<file path="src/rtl/lsu_pkg.sv">
// Shared load/store types and helpers for the data TCM path.
// Pure declarations and functions; no state, no latency, no flow control.
package lsu_pkg;

  typedef enum logic [1:0] {
    BYTE = 2'b00,
    HALF = 2'b01,
    WORD = 2'b10
  } data_type_e;

  // Raw 2-bit type is kept so the illegal encoding 11 survives into the record.
  typedef struct packed {
    logic       port;
    logic       we;
    logic [1:0] dtype;
    logic [1:0] offset;
    logic       sign_ext;
    logic       err;
  } resp_t;

  function automatic logic [3:0] be_gen(input logic [1:0] dtype, input logic [1:0] offset);
    logic [3:0] be;
    case (dtype)
      BYTE:    be = 4'b0001 << offset;
      HALF:    be = 4'b0011 << offset;
      WORD:    be = 4'b1111;
      default: be = 4'b0000;
    endcase
    return be;
  endfunction

  // Flags both misalignment and the illegal type encoding.
  function automatic logic misaligned(input logic [1:0] dtype, input logic [1:0] addr);
    logic bad;
    case (dtype)
      BYTE:    bad = 1'b0;
      HALF:    bad = addr[0];
      WORD:    bad = |addr;
      default: bad = 1'b1;
    endcase
    return bad;
  endfunction

endpackage

</file>
<file path="src/rtl/data_mem_arbiter_if.sv">
// Requester ports and TCM port of the data memory arbiter.
// Plain wiring bundle; timing and flow control are owned by the arbiter.
interface data_mem_arbiter_if #(
  parameter int ADDR_WIDTH = 32,
  parameter int DATA_WIDTH = 32
);

  logic                  p0_req_i;
  logic [ADDR_WIDTH-1:0] p0_addr_i;
  logic                  p0_we_i;
  logic [1:0]            p0_type_i;
  logic                  p0_sign_ext_i;
  logic [DATA_WIDTH-1:0] p0_wdata_i;
  logic                  p0_gnt_o;
  logic                  p0_rvalid_o;
  logic [DATA_WIDTH-1:0] p0_rdata_o;
  logic                  p0_err_o;

  logic                  p1_req_i;
  logic [ADDR_WIDTH-1:0] p1_addr_i;
  logic                  p1_we_i;
  logic [1:0]            p1_type_i;
  logic                  p1_sign_ext_i;
  logic [DATA_WIDTH-1:0] p1_wdata_i;
  logic                  p1_gnt_o;
  logic                  p1_rvalid_o;
  logic [DATA_WIDTH-1:0] p1_rdata_o;
  logic                  p1_err_o;

  logic                  mem_req_o;
  logic [ADDR_WIDTH-1:0] mem_addr_o;
  logic                  mem_we_o;
  logic [3:0]            mem_be_o;
  logic [DATA_WIDTH-1:0] mem_wdata_o;
  logic [DATA_WIDTH-1:0] mem_rdata_i;

  modport slave (
    input  p0_req_i, p0_addr_i, p0_we_i, p0_type_i, p0_sign_ext_i, p0_wdata_i,
    output p0_gnt_o, p0_rvalid_o, p0_rdata_o, p0_err_o,
    input  p1_req_i, p1_addr_i, p1_we_i, p1_type_i, p1_sign_ext_i, p1_wdata_i,
    output p1_gnt_o, p1_rvalid_o, p1_rdata_o, p1_err_o,
    output mem_req_o, mem_addr_o, mem_we_o, mem_be_o, mem_wdata_o,
    input  mem_rdata_i
  );

  modport master (
    output p0_req_i, p0_addr_i, p0_we_i, p0_type_i, p0_sign_ext_i, p0_wdata_i,
    input  p0_gnt_o, p0_rvalid_o, p0_rdata_o, p0_err_o,
    output p1_req_i, p1_addr_i, p1_we_i, p1_type_i, p1_sign_ext_i, p1_wdata_i,
    input  p1_gnt_o, p1_rvalid_o, p1_rdata_o, p1_err_o,
    input  mem_req_o, mem_addr_o, mem_we_o, mem_be_o, mem_wdata_o,
    output mem_rdata_i
  );

endinterface

</file>
<file path="src/rtl/lsu_rdata_align.sv">
// Moves the addressed lane of a TCM read word to bit 0 and sign/zero-extends it.
// Combinational, zero latency; no flow control.
module lsu_rdata_align
  import lsu_pkg::*;
(
  input  logic [31:0] rdata,
  input  logic [1:0]  offset,
  input  logic [1:0]  dtype,
  input  logic        sign_ext,
  output logic [31:0] data
);

  logic [31:0] shifted;

  always_comb begin
    shifted = rdata >> {offset, 3'b000};
    case (dtype)
      BYTE:    data = {{24{sign_ext & shifted[7]}}, shifted[7:0]};
      HALF:    data = {{16{sign_ext & shifted[15]}}, shifted[15:0]};
      WORD:    data = shifted;
      default: data = 32'h0;
    endcase
  end

endmodule

</file>
<file path="src/rtl/data_mem_arbiter.sv">
// Round-robin sharing of the single-ported data TCM between two requesters.
// Grant is combinational; response (rvalid) follows exactly one cycle after grant.
// No wait states: one access per cycle, the loser of contention waits holding req.
module data_mem_arbiter
  import lsu_pkg::*;
#(
  parameter int DATA_WIDTH = 32,
  parameter int ADDR_WIDTH = 32
) (
  input logic             clk,
  input logic             rst_n,
  data_mem_arbiter_if.slave bus
);

  logic                  rr_q;
  logic                  any_req;
  logic                  gnt_port;
  logic [ADDR_WIDTH-1:0] sel_addr;
  logic                  sel_we;
  logic [1:0]            sel_type;
  logic                  sel_sign_ext;
  logic [DATA_WIDTH-1:0] sel_wdata;
  logic                  sel_err;
  logic                  mem_go;
  logic [DATA_WIDTH-1:0] steered_wdata;

  logic                  resp_vld_q;
  resp_t                 resp_q;
  logic [DATA_WIDTH-1:0] load_data;
  logic [DATA_WIDTH-1:0] resp_data;

  // Pointer only matters under contention; a lone requester always wins.
  always_comb begin
    any_req      = bus.p0_req_i | bus.p1_req_i;
    gnt_port     = (bus.p0_req_i && bus.p1_req_i) ? rr_q : bus.p1_req_i;
    sel_addr     = gnt_port ? bus.p1_addr_i     : bus.p0_addr_i;
    sel_we       = gnt_port ? bus.p1_we_i       : bus.p0_we_i;
    sel_type     = gnt_port ? bus.p1_type_i     : bus.p0_type_i;
    sel_sign_ext = gnt_port ? bus.p1_sign_ext_i : bus.p0_sign_ext_i;
    sel_wdata    = gnt_port ? bus.p1_wdata_i    : bus.p0_wdata_i;
    sel_err      = misaligned(sel_type, sel_addr[1:0]);
    mem_go       = any_req & ~sel_err;

    case (sel_type)
      BYTE:    steered_wdata = {4{sel_wdata[7:0]}};
      HALF:    steered_wdata = {2{sel_wdata[15:0]}};
      default: steered_wdata = sel_wdata;
    endcase
  end

  assign bus.p0_gnt_o = any_req & ~gnt_port;
  assign bus.p1_gnt_o = any_req &  gnt_port;

  // Illegal requests are consumed but leave the TCM port completely idle.
  assign bus.mem_req_o   = mem_go;
  assign bus.mem_we_o    = mem_go & sel_we;
  assign bus.mem_be_o    = mem_go ? be_gen(sel_type, sel_addr[1:0]) : 4'b0000;
  assign bus.mem_addr_o  = mem_go ? {sel_addr[ADDR_WIDTH-1:2], 2'b00} : '0;
  assign bus.mem_wdata_o = mem_go ? steered_wdata : '0;

  always_ff @(posedge clk or negedge rst_n) begin
    if (!rst_n) begin
      rr_q       <= 1'b0;
      resp_vld_q <= 1'b0;
      resp_q     <= '0;
    end else begin
      resp_vld_q <= any_req;
      if (any_req) begin
        rr_q            <= ~gnt_port;
        resp_q.port     <= gnt_port;
        resp_q.we       <= sel_we;
        resp_q.dtype    <= sel_type;
        resp_q.offset   <= sel_addr[1:0];
        resp_q.sign_ext <= sel_sign_ext;
        resp_q.err      <= sel_err;
      end
    end
  end

  lsu_rdata_align u_rdata_align (
    .rdata    (bus.mem_rdata_i),
    .offset   (resp_q.offset),
    .dtype    (resp_q.dtype),
    .sign_ext (resp_q.sign_ext),
    .data     (load_data)
  );

  // Stores and errored accesses return zero data.
  assign resp_data = (resp_vld_q && !resp_q.we && !resp_q.err) ? load_data : '0;

  assign bus.p0_rvalid_o = resp_vld_q & ~resp_q.port;
  assign bus.p1_rvalid_o = resp_vld_q &  resp_q.port;
  assign bus.p0_rdata_o  = resp_q.port ? '0 : resp_data;
  assign bus.p1_rdata_o  = resp_q.port ? resp_data : '0;
  assign bus.p0_err_o    = resp_vld_q & ~resp_q.port & resp_q.err;
  assign bus.p1_err_o    = resp_vld_q &  resp_q.port & resp_q.err;

endmodule

</file>
<file path="src/flat_wrapper.sv">
// flat-port wrapper written by rule: the top's interface ports become plain ports
module data_mem_arbiter_flat import lsu_pkg::*;
#(
  parameter int DATA_WIDTH = 32,
  parameter int ADDR_WIDTH = 32
)
  (clk, rst_n, bus_p0_req_i, bus_p0_addr_i, bus_p0_we_i, bus_p0_type_i, bus_p0_sign_ext_i, bus_p0_wdata_i, bus_p0_gnt_o, bus_p0_rvalid_o, bus_p0_rdata_o, bus_p0_err_o, bus_p1_req_i, bus_p1_addr_i, bus_p1_we_i, bus_p1_type_i, bus_p1_sign_ext_i, bus_p1_wdata_i, bus_p1_gnt_o, bus_p1_rvalid_o, bus_p1_rdata_o, bus_p1_err_o, bus_mem_req_o, bus_mem_addr_o, bus_mem_we_o, bus_mem_be_o, bus_mem_wdata_o, bus_mem_rdata_i);
  data_mem_arbiter_if #(.ADDR_WIDTH(ADDR_WIDTH), .DATA_WIDTH(DATA_WIDTH)) bus_i ();
  input logic clk;
  input logic rst_n;
  input wire logic [$bits(bus_i.p0_req_i)-1:0] bus_p0_req_i;
  input wire logic [$bits(bus_i.p0_addr_i)-1:0] bus_p0_addr_i;
  input wire logic [$bits(bus_i.p0_we_i)-1:0] bus_p0_we_i;
  input wire logic [$bits(bus_i.p0_type_i)-1:0] bus_p0_type_i;
  input wire logic [$bits(bus_i.p0_sign_ext_i)-1:0] bus_p0_sign_ext_i;
  input wire logic [$bits(bus_i.p0_wdata_i)-1:0] bus_p0_wdata_i;
  output wire logic [$bits(bus_i.p0_gnt_o)-1:0] bus_p0_gnt_o;
  output wire logic [$bits(bus_i.p0_rvalid_o)-1:0] bus_p0_rvalid_o;
  output wire logic [$bits(bus_i.p0_rdata_o)-1:0] bus_p0_rdata_o;
  output wire logic [$bits(bus_i.p0_err_o)-1:0] bus_p0_err_o;
  input wire logic [$bits(bus_i.p1_req_i)-1:0] bus_p1_req_i;
  input wire logic [$bits(bus_i.p1_addr_i)-1:0] bus_p1_addr_i;
  input wire logic [$bits(bus_i.p1_we_i)-1:0] bus_p1_we_i;
  input wire logic [$bits(bus_i.p1_type_i)-1:0] bus_p1_type_i;
  input wire logic [$bits(bus_i.p1_sign_ext_i)-1:0] bus_p1_sign_ext_i;
  input wire logic [$bits(bus_i.p1_wdata_i)-1:0] bus_p1_wdata_i;
  output wire logic [$bits(bus_i.p1_gnt_o)-1:0] bus_p1_gnt_o;
  output wire logic [$bits(bus_i.p1_rvalid_o)-1:0] bus_p1_rvalid_o;
  output wire logic [$bits(bus_i.p1_rdata_o)-1:0] bus_p1_rdata_o;
  output wire logic [$bits(bus_i.p1_err_o)-1:0] bus_p1_err_o;
  output wire logic [$bits(bus_i.mem_req_o)-1:0] bus_mem_req_o;
  output wire logic [$bits(bus_i.mem_addr_o)-1:0] bus_mem_addr_o;
  output wire logic [$bits(bus_i.mem_we_o)-1:0] bus_mem_we_o;
  output wire logic [$bits(bus_i.mem_be_o)-1:0] bus_mem_be_o;
  output wire logic [$bits(bus_i.mem_wdata_o)-1:0] bus_mem_wdata_o;
  input wire logic [$bits(bus_i.mem_rdata_i)-1:0] bus_mem_rdata_i;
  assign bus_i.p0_req_i = bus_p0_req_i;
  assign bus_i.p0_addr_i = bus_p0_addr_i;
  assign bus_i.p0_we_i = bus_p0_we_i;
  assign bus_i.p0_type_i = bus_p0_type_i;
  assign bus_i.p0_sign_ext_i = bus_p0_sign_ext_i;
  assign bus_i.p0_wdata_i = bus_p0_wdata_i;
  assign bus_p0_gnt_o = bus_i.p0_gnt_o;
  assign bus_p0_rvalid_o = bus_i.p0_rvalid_o;
  assign bus_p0_rdata_o = bus_i.p0_rdata_o;
  assign bus_p0_err_o = bus_i.p0_err_o;
  assign bus_i.p1_req_i = bus_p1_req_i;
  assign bus_i.p1_addr_i = bus_p1_addr_i;
  assign bus_i.p1_we_i = bus_p1_we_i;
  assign bus_i.p1_type_i = bus_p1_type_i;
  assign bus_i.p1_sign_ext_i = bus_p1_sign_ext_i;
  assign bus_i.p1_wdata_i = bus_p1_wdata_i;
  assign bus_p1_gnt_o = bus_i.p1_gnt_o;
  assign bus_p1_rvalid_o = bus_i.p1_rvalid_o;
  assign bus_p1_rdata_o = bus_i.p1_rdata_o;
  assign bus_p1_err_o = bus_i.p1_err_o;
  assign bus_mem_req_o = bus_i.mem_req_o;
  assign bus_mem_addr_o = bus_i.mem_addr_o;
  assign bus_mem_we_o = bus_i.mem_we_o;
  assign bus_mem_be_o = bus_i.mem_be_o;
  assign bus_mem_wdata_o = bus_i.mem_wdata_o;
  assign bus_i.mem_rdata_i = bus_mem_rdata_i;
  data_mem_arbiter #(.DATA_WIDTH(DATA_WIDTH), .ADDR_WIDTH(ADDR_WIDTH)) u_core (.clk(clk), .rst_n(rst_n), .bus(bus_i));
endmodule
</file>
<file path="config.mk">
export PLATFORM = sky130hd
export DESIGN_NAME = data_mem_arbiter_flat
export DESIGN_NICKNAME = d
export VERILOG_FILES = /design/src/rtl/lsu_pkg.sv /design/src/rtl/data_mem_arbiter_if.sv /design/src/rtl/lsu_rdata_align.sv /design/src/rtl/data_mem_arbiter.sv /design/src/flat_wrapper.sv
export SDC_FILE = /design/constraint.sdc
export NUM_CORES = 1
export LEC_CHECK = 0
export CORE_ASPECT_RATIO = 2
export CORE_MARGIN = 10
export CORE_UTILIZATION = 35
export DETAILED_ROUTE_END_ITERATION = 16
export GPL_ROUTABILITY_DRIVEN = 0
export GPL_TIMING_DRIVEN = 0
export PLACE_DENSITY = 0.94
export SLEW_MARGIN = 20
export SYNTH_ARGS = -nofsm -noshare
export SYNTH_HDL_FRONTEND = slang
export SYNTH_HIERARCHICAL = 1
export SYNTH_SLANG_ARGS = --single-unit
</file>
<file path="constraint.sdc">
create_clock -name clk -period 4.2 [get_ports clk]
set_input_delay 0.42 -clock clk [delete_from_list [all_inputs] [get_ports clk]]
set_output_delay 0.42 -clock clk [all_outputs]
set_load 0.03 [all_outputs]
</file>
# Word level (Yosys, flattened, before mapping)
# Index checks and enable logic that the tools add are counted.
# W data, S select, Z words.
# classes
n_bitwise	14
n_reduce_logical	8
eq_ne	4
shifts	3
muxes	16
# op_table
cell	n
$mux W32	7
$pmux W32 S3	1
$pmux W32 S2	1
$shr A32 B5 Y32	1
$pmux W4 S3	1
$and A1 B1 Y1	10
$eq A2 B1 Y1 const B	2
$eq A2 B2 Y1 const B	2
$logic_not A2 Y1	2
$mux W4	1
$shl A1 B2 Y4 const A	1
$shl A2 B2 Y4 const A	1
$logic_and A1 B1 Y1	3
$mux W1	3
$not A1 Y1	3
$pmux W1 S3	1
$logic_not A1 Y1	2
$mux W2	1
$reduce_or A2 Y1	1
$or A1 B1 Y1	1
# word_totals
ff_bits	10
output_inout_bits	140

# Logic depth before layout (Yosys ltp)
# logic_depth
ltp_word	8
depth_mapped	7
ltp_nobuf	5

# Cells and area by module
# The synthesis kept the hierarchy.
# by_module_without_submodules
module	cells_each	area_each_um2	n_inst
data_mem_arbiter	412	2767.7	1
lsu_rdata_align	114	789.5	1

# Worst setup path before layout
# No wires, ideal clock.
# synth_path
path_kind	input port to output port
start	input port bus_p1_req_i
end	output port bus_mem_be_o[3]
t_required_ns	3.780
setup_slack_ns	1.820
path_stages	6
path_buffers	2
arrival_ns	1.960
cell_sequence	buf_4 -> inv_2 -> o21ai_4 -> buf_2 -> a221oi_1 -> a211oi_1
# synth_between
elab_chain_len	8
word_cells_on_any_way	16
cone_classes	2 x eq/ne; 2 x shift; 6 x mux; 3 x bitwise; 3 x reduce/logical
# synth_rtl
item	line	source
start, declared	flat_wrapper.sv:21	input wire logic [$bits(bus_i.p1_req_i)-1:0] bus_p1_req_i;
$logic_and A1 B1 Y1	data_mem_arbiter.sv:35	gnt_port = (bus.p0_req_i && bus.p1_req_i) ? rr_q : bus.p1_req_i;
$mux W1	data_mem_arbiter.sv:35	
$mux W2 / $mux W32 (equally long branches)	data_mem_arbiter.sv:38, data_mem_arbiter.sv:36	
$eq A2 B2 Y1, or another cell as far along	lsu_pkg.sv:23, lsu_pkg.sv:35	
$pmux W1 S3	lsu_pkg.sv:35	case (dtype)
$not A1 Y1	data_mem_arbiter.sv:42	mem_go = any_req & ~sel_err;
$and A1 B1 Y1	data_mem_arbiter.sv:42	
$mux W4 *	data_mem_arbiter.sv:57	assign bus.mem_be_o = mem_go ? be_gen(sel_type, sel_addr[1:0]) : 4'b0000;
end, declared	flat_wrapper.sv:34	output wire logic [$bits(bus_i.mem_be_o)-1:0] bus_mem_be_o;
# Every way passes the cells marked *; elsewhere a longest branch is shown, timed or not.

# Worst setup path in the final report
# layout_path
start	input port bus_p0_req_i
end	output port bus_mem_addr_o[27]
# layout_between
elab_chain_len	8
word_cells_on_any_way	13
cone_classes	2 x eq/ne; 5 x mux; 3 x bitwise; 3 x reduce/logical
# layout_rtl
item	line	source
start, declared	flat_wrapper.sv:11	input wire logic [$bits(bus_i.p0_req_i)-1:0] bus_p0_req_i;
$logic_and A1 B1 Y1	data_mem_arbiter.sv:35	
$mux W1	data_mem_arbiter.sv:35	
$mux W2 / $mux W32 (equally long branches)	data_mem_arbiter.sv:38, data_mem_arbiter.sv:36	
$eq A2 B2 Y1, or another cell as far along	lsu_pkg.sv:35	
$pmux W1 S3	lsu_pkg.sv:35	
$not A1 Y1	data_mem_arbiter.sv:42	
$and A1 B1 Y1	data_mem_arbiter.sv:42	
$mux W32 *	data_mem_arbiter.sv:58	assign bus.mem_addr_o = mem_go ? {sel_addr[ADDR_WIDTH-1:2], 2'b00} : '0;
end, declared	flat_wrapper.sv:32	output wire logic [$bits(bus_i.mem_addr_o)-1:0] bus_mem_addr_o;
# Marks and branches as above.

==> flow_summary_export.csv <==
group,metric,value,unit
setup_path,r2r_end,"u_core/resp_q[5]$_DFFE_PN0N_",
clocking,cts.reportedPaths.clkPinSlew,40,ps
hold_path,min-delay-path-class,"primary input to asynchronous set/reset pin",
global_route,grt_overflow,0,
power_and_ir_drop,leakagePower,2.72,nW
routing,drt-wirelength-per-cell,23.2,um
place,placedInstanceArea,6770,sq um
yosys,synth.lib_cells_used.distinct,59,
clocking,hold_buf_cts,0,
sta,final.setup.tns,0,ps
clocking,cts_resized,0,
floorplanning,core-area,10000,sq um
sta,worstMarginPinSlew,705,ps
routing,vias_per_std_cell,5.71,
setup_path,worstSetupPathType,"primary input to output pin",
yosys,synthMostInstantiatedCell,"nand2_1",
power_and_ir_drop,post-layout-total-power,1.40,mW
yosys,yosys.area.top_type_share,11.8,%
sta,clock.fmax,285,MHz
setup_path,setup.reg_to_reg.worst_slack,2520,ps
sta,max_slew_margin,51.8,%
sta,grt_setup_unrepaired,"false",
global_route,grt_pass1_vias,5859,
flow_run,max_cap_violations,0,
yosys,synth_top_area_cell,"and2_1",
clocking,clock-root-buffer,"clkbuf_16",
yosys,yosys_warnings,6,
cells_and_area,area_delta_synth_final,92.6,%
routing,remaining_drc_errors,0,
yosys,synth_enable_flop_cells,0,
place,io_buffers,304,
clocking,postCtsSetupRepairBufs,0,
setup_path,crit_arrival,3090,ps
clocking,cts.htree.levels,1,
setup_path,reg_to_reg_startpoint,"u_core/rr_q$_DFFE_PN0N_",
sta,final_hold_viol_count,0,
sta,holdWs,498,ps
routing,via_count,5541,
yosys,synthesis.instances,526,
routing,wirelength,22.5,mm
setup_path,cp-start-kind,"primary input",
floorplanning,num_io_pins,312,
clocking,clockBufferDepth,2,
setup_path,worstPathMaxFanout,10,
global_route,grt_usage,28.2,%
place,post-dp-hpwl,18.8,mm
floorplanning,fp.dieH,163,um
floorplanning,num_rows,52,
power_and_ir_drop,peakVddDrop,0.158,mV
yosys,ys_async_sr_fraction,100,%
routing,detailedRoute.firstPassIterationCount,9,
clocking,clock_sink_count,10,
yosys,synth_area_leaders,"and2_1, mux2i_1, nand2_1",
yosys,syn-mean-instance-area,6.76,sq um
sta,finClkSkew,1.23,ps
sta,setup_viol_count_final,0,
clocking,cts-buffers-inserted,3,
global_route,grt_pass1_wl,33.5,mm
routing,antenna_violating_nets_post_route,0,
sta,layout_worst_path_cycle_share,83.5,%
yosys,synth_seq_cells,10,
setup_path,crit_required,3780,ps
clocking,worst_skew_pair.late_latency,230,ps
cells_and_area,final.fill_count,843,
global_route,grt_antenna_before_repair,1,
global_route,largest_net_degree_at_the_start_of_global_routing,11,
cells_and_area,finish.instance_area,6850,sq um
setup_path,critical_path.startpoint,"bus_p0_req_i",
yosys,synth_flop_cell,"dfrtp_1",
setup_path,setup.worst_path.end_class,"output pin",
sta,timing.final.crit_period,3510,ps
power_and_ir_drop,powerDensity,204,nW/um^2
yosys,synth.top_cells.by_count,"nand2_1, and2_1, a21oi_1",
sta,slew_violations,0,
routing,drt_iter0_drc,381,
cells_and_area,final_nets,1008,
clocking,cts_tree,"built",
floorplanning,die_area,14800,sq um
cells_and_area,layout-drive-gt1-share,9.23,%
yosys,mappedNetlistArea,3560,sq um
setup_path,timing.reg2reg.worst_path_depth,5,
floorplanning,initial_utilization,35.5,%
yosys,seq_area_frac_synth,7.03,%
floorplanning,fp.dieW,91.3,um
status,outcome,"finished clean",
[worst max-delay path by stage]
| stage | end | slack [ps] |
|---|---|---|
| final | bus_mem_addr_o[27] | 690 |
| after floorplan | bus_mem_be_o[3] | 1820 |
| after global routing | bus_mem_addr_o[27] | 560 |
| after CTS | bus_mem_addr_o[27] | 700 |
| after detailed placement | bus_mem_addr_o[27] | 710 |
| after global placement | bus_mem_addr_o[27] | 730 |
[where the power goes]
part           switching [mW]  internal [mW]
logic                   0.630          0.487
clock network          0.0402          0.123
registers              0.0120          0.108
[cells by family (layout without fill, tap and decap cells)]
group	count (synthesis)	count (layout)	share of synthesized area (%)
AO/OA/AOI/OAI	159	159	31.9
buffers and inverters	65	372	10.6
multiplexers	44	44	13.0
other	1	3	0.105
flip-flops	10	10	7.03
AND/OR/NAND/NOR	241	241	35.9
XOR/XNOR	6	6	1.48
[state kept, by name, indices dropped and copies added (netlist names)]
| signal | cells |
|---|---|
| u_core/rr_q | 1 |
| u_core/resp_vld_q | 1 |
| u_core/resp_q | 8 |
[cell type report]
type / instances / area, sq um / area share (%)
Multi-Input combinational cell: 452 / 2940 / 42.8
Sequential cell: 10 / 250 / 3.65
Inverter: 7 / 28.8 / 0.420
Tap cell: 135 / 169 / 2.47
Timing Repair Buffer: 304 / 3040 / 44.4
Clock buffer: 3 / 75.1 / 1.10
Antenna cell: 1 / 2.50 / 0.0365
Buffer: 58 / 347 / 5.06
[per-layer routing]
layer / global-route usage [%] / wire length [um] / vias to the layer above
li1: - / - / 2510
met1: 26.2 / 7180 / 2516
met2: 53.9 / 12000 / 416
met3: 7.29 / 2140 / 99
met4: 15.5 / 1220 / 0
met5: 0 / 0 / -
[cell usage in the layout (no fill, tap or decap), drive strengths merged, types with 3 or more instances in the layout]
cell type,synthesis,routed
a2111oi,11,11
a211oi,35,35
a21oi,42,42
a221oi,10,10
a22o,8,8
a31oi,9,9
and2,68,68
and3,18,18
buf,44,44
clkbuf,14,17
clkdlybuf4s50,0,304
dfrtp,10,10
inv,7,7
mux2,8,8
mux2i,36,36
nand2,84,84
nand2b,3,3
nand3,10,10
nor2,27,27
nor2b,9,9
nor3,5,5
nor3b,3,3
o21a,4,4
o21ai,21,21
o31ai,8,8
or3,8,8
xnor2,3,3
xor2,3,3
[worst max-delay path, cell delays in order]
cell,delay (ps)
clkdlybuf4s50_1,500
nand2b_4,170
nand2_4,120
inv_4,180
buf_4,230
buf_2,340
nand2_1,110
a21oi_1,260
clkdlybuf4s50_1,740
[metrics by stage]
step / util (%) / std cells / worst slack [ps]
floorplan: - / 527 / 1820
global placement: 67.6 / 966 / 727
detailed placement: 67.6 / 966 / 710
CTS: 68.3 / 969 / 698
global route: 68.4 / 970 / 561
finish: 68.4 / 970 / 694
No activity file was read; power rests on OpenSTA's default activity.
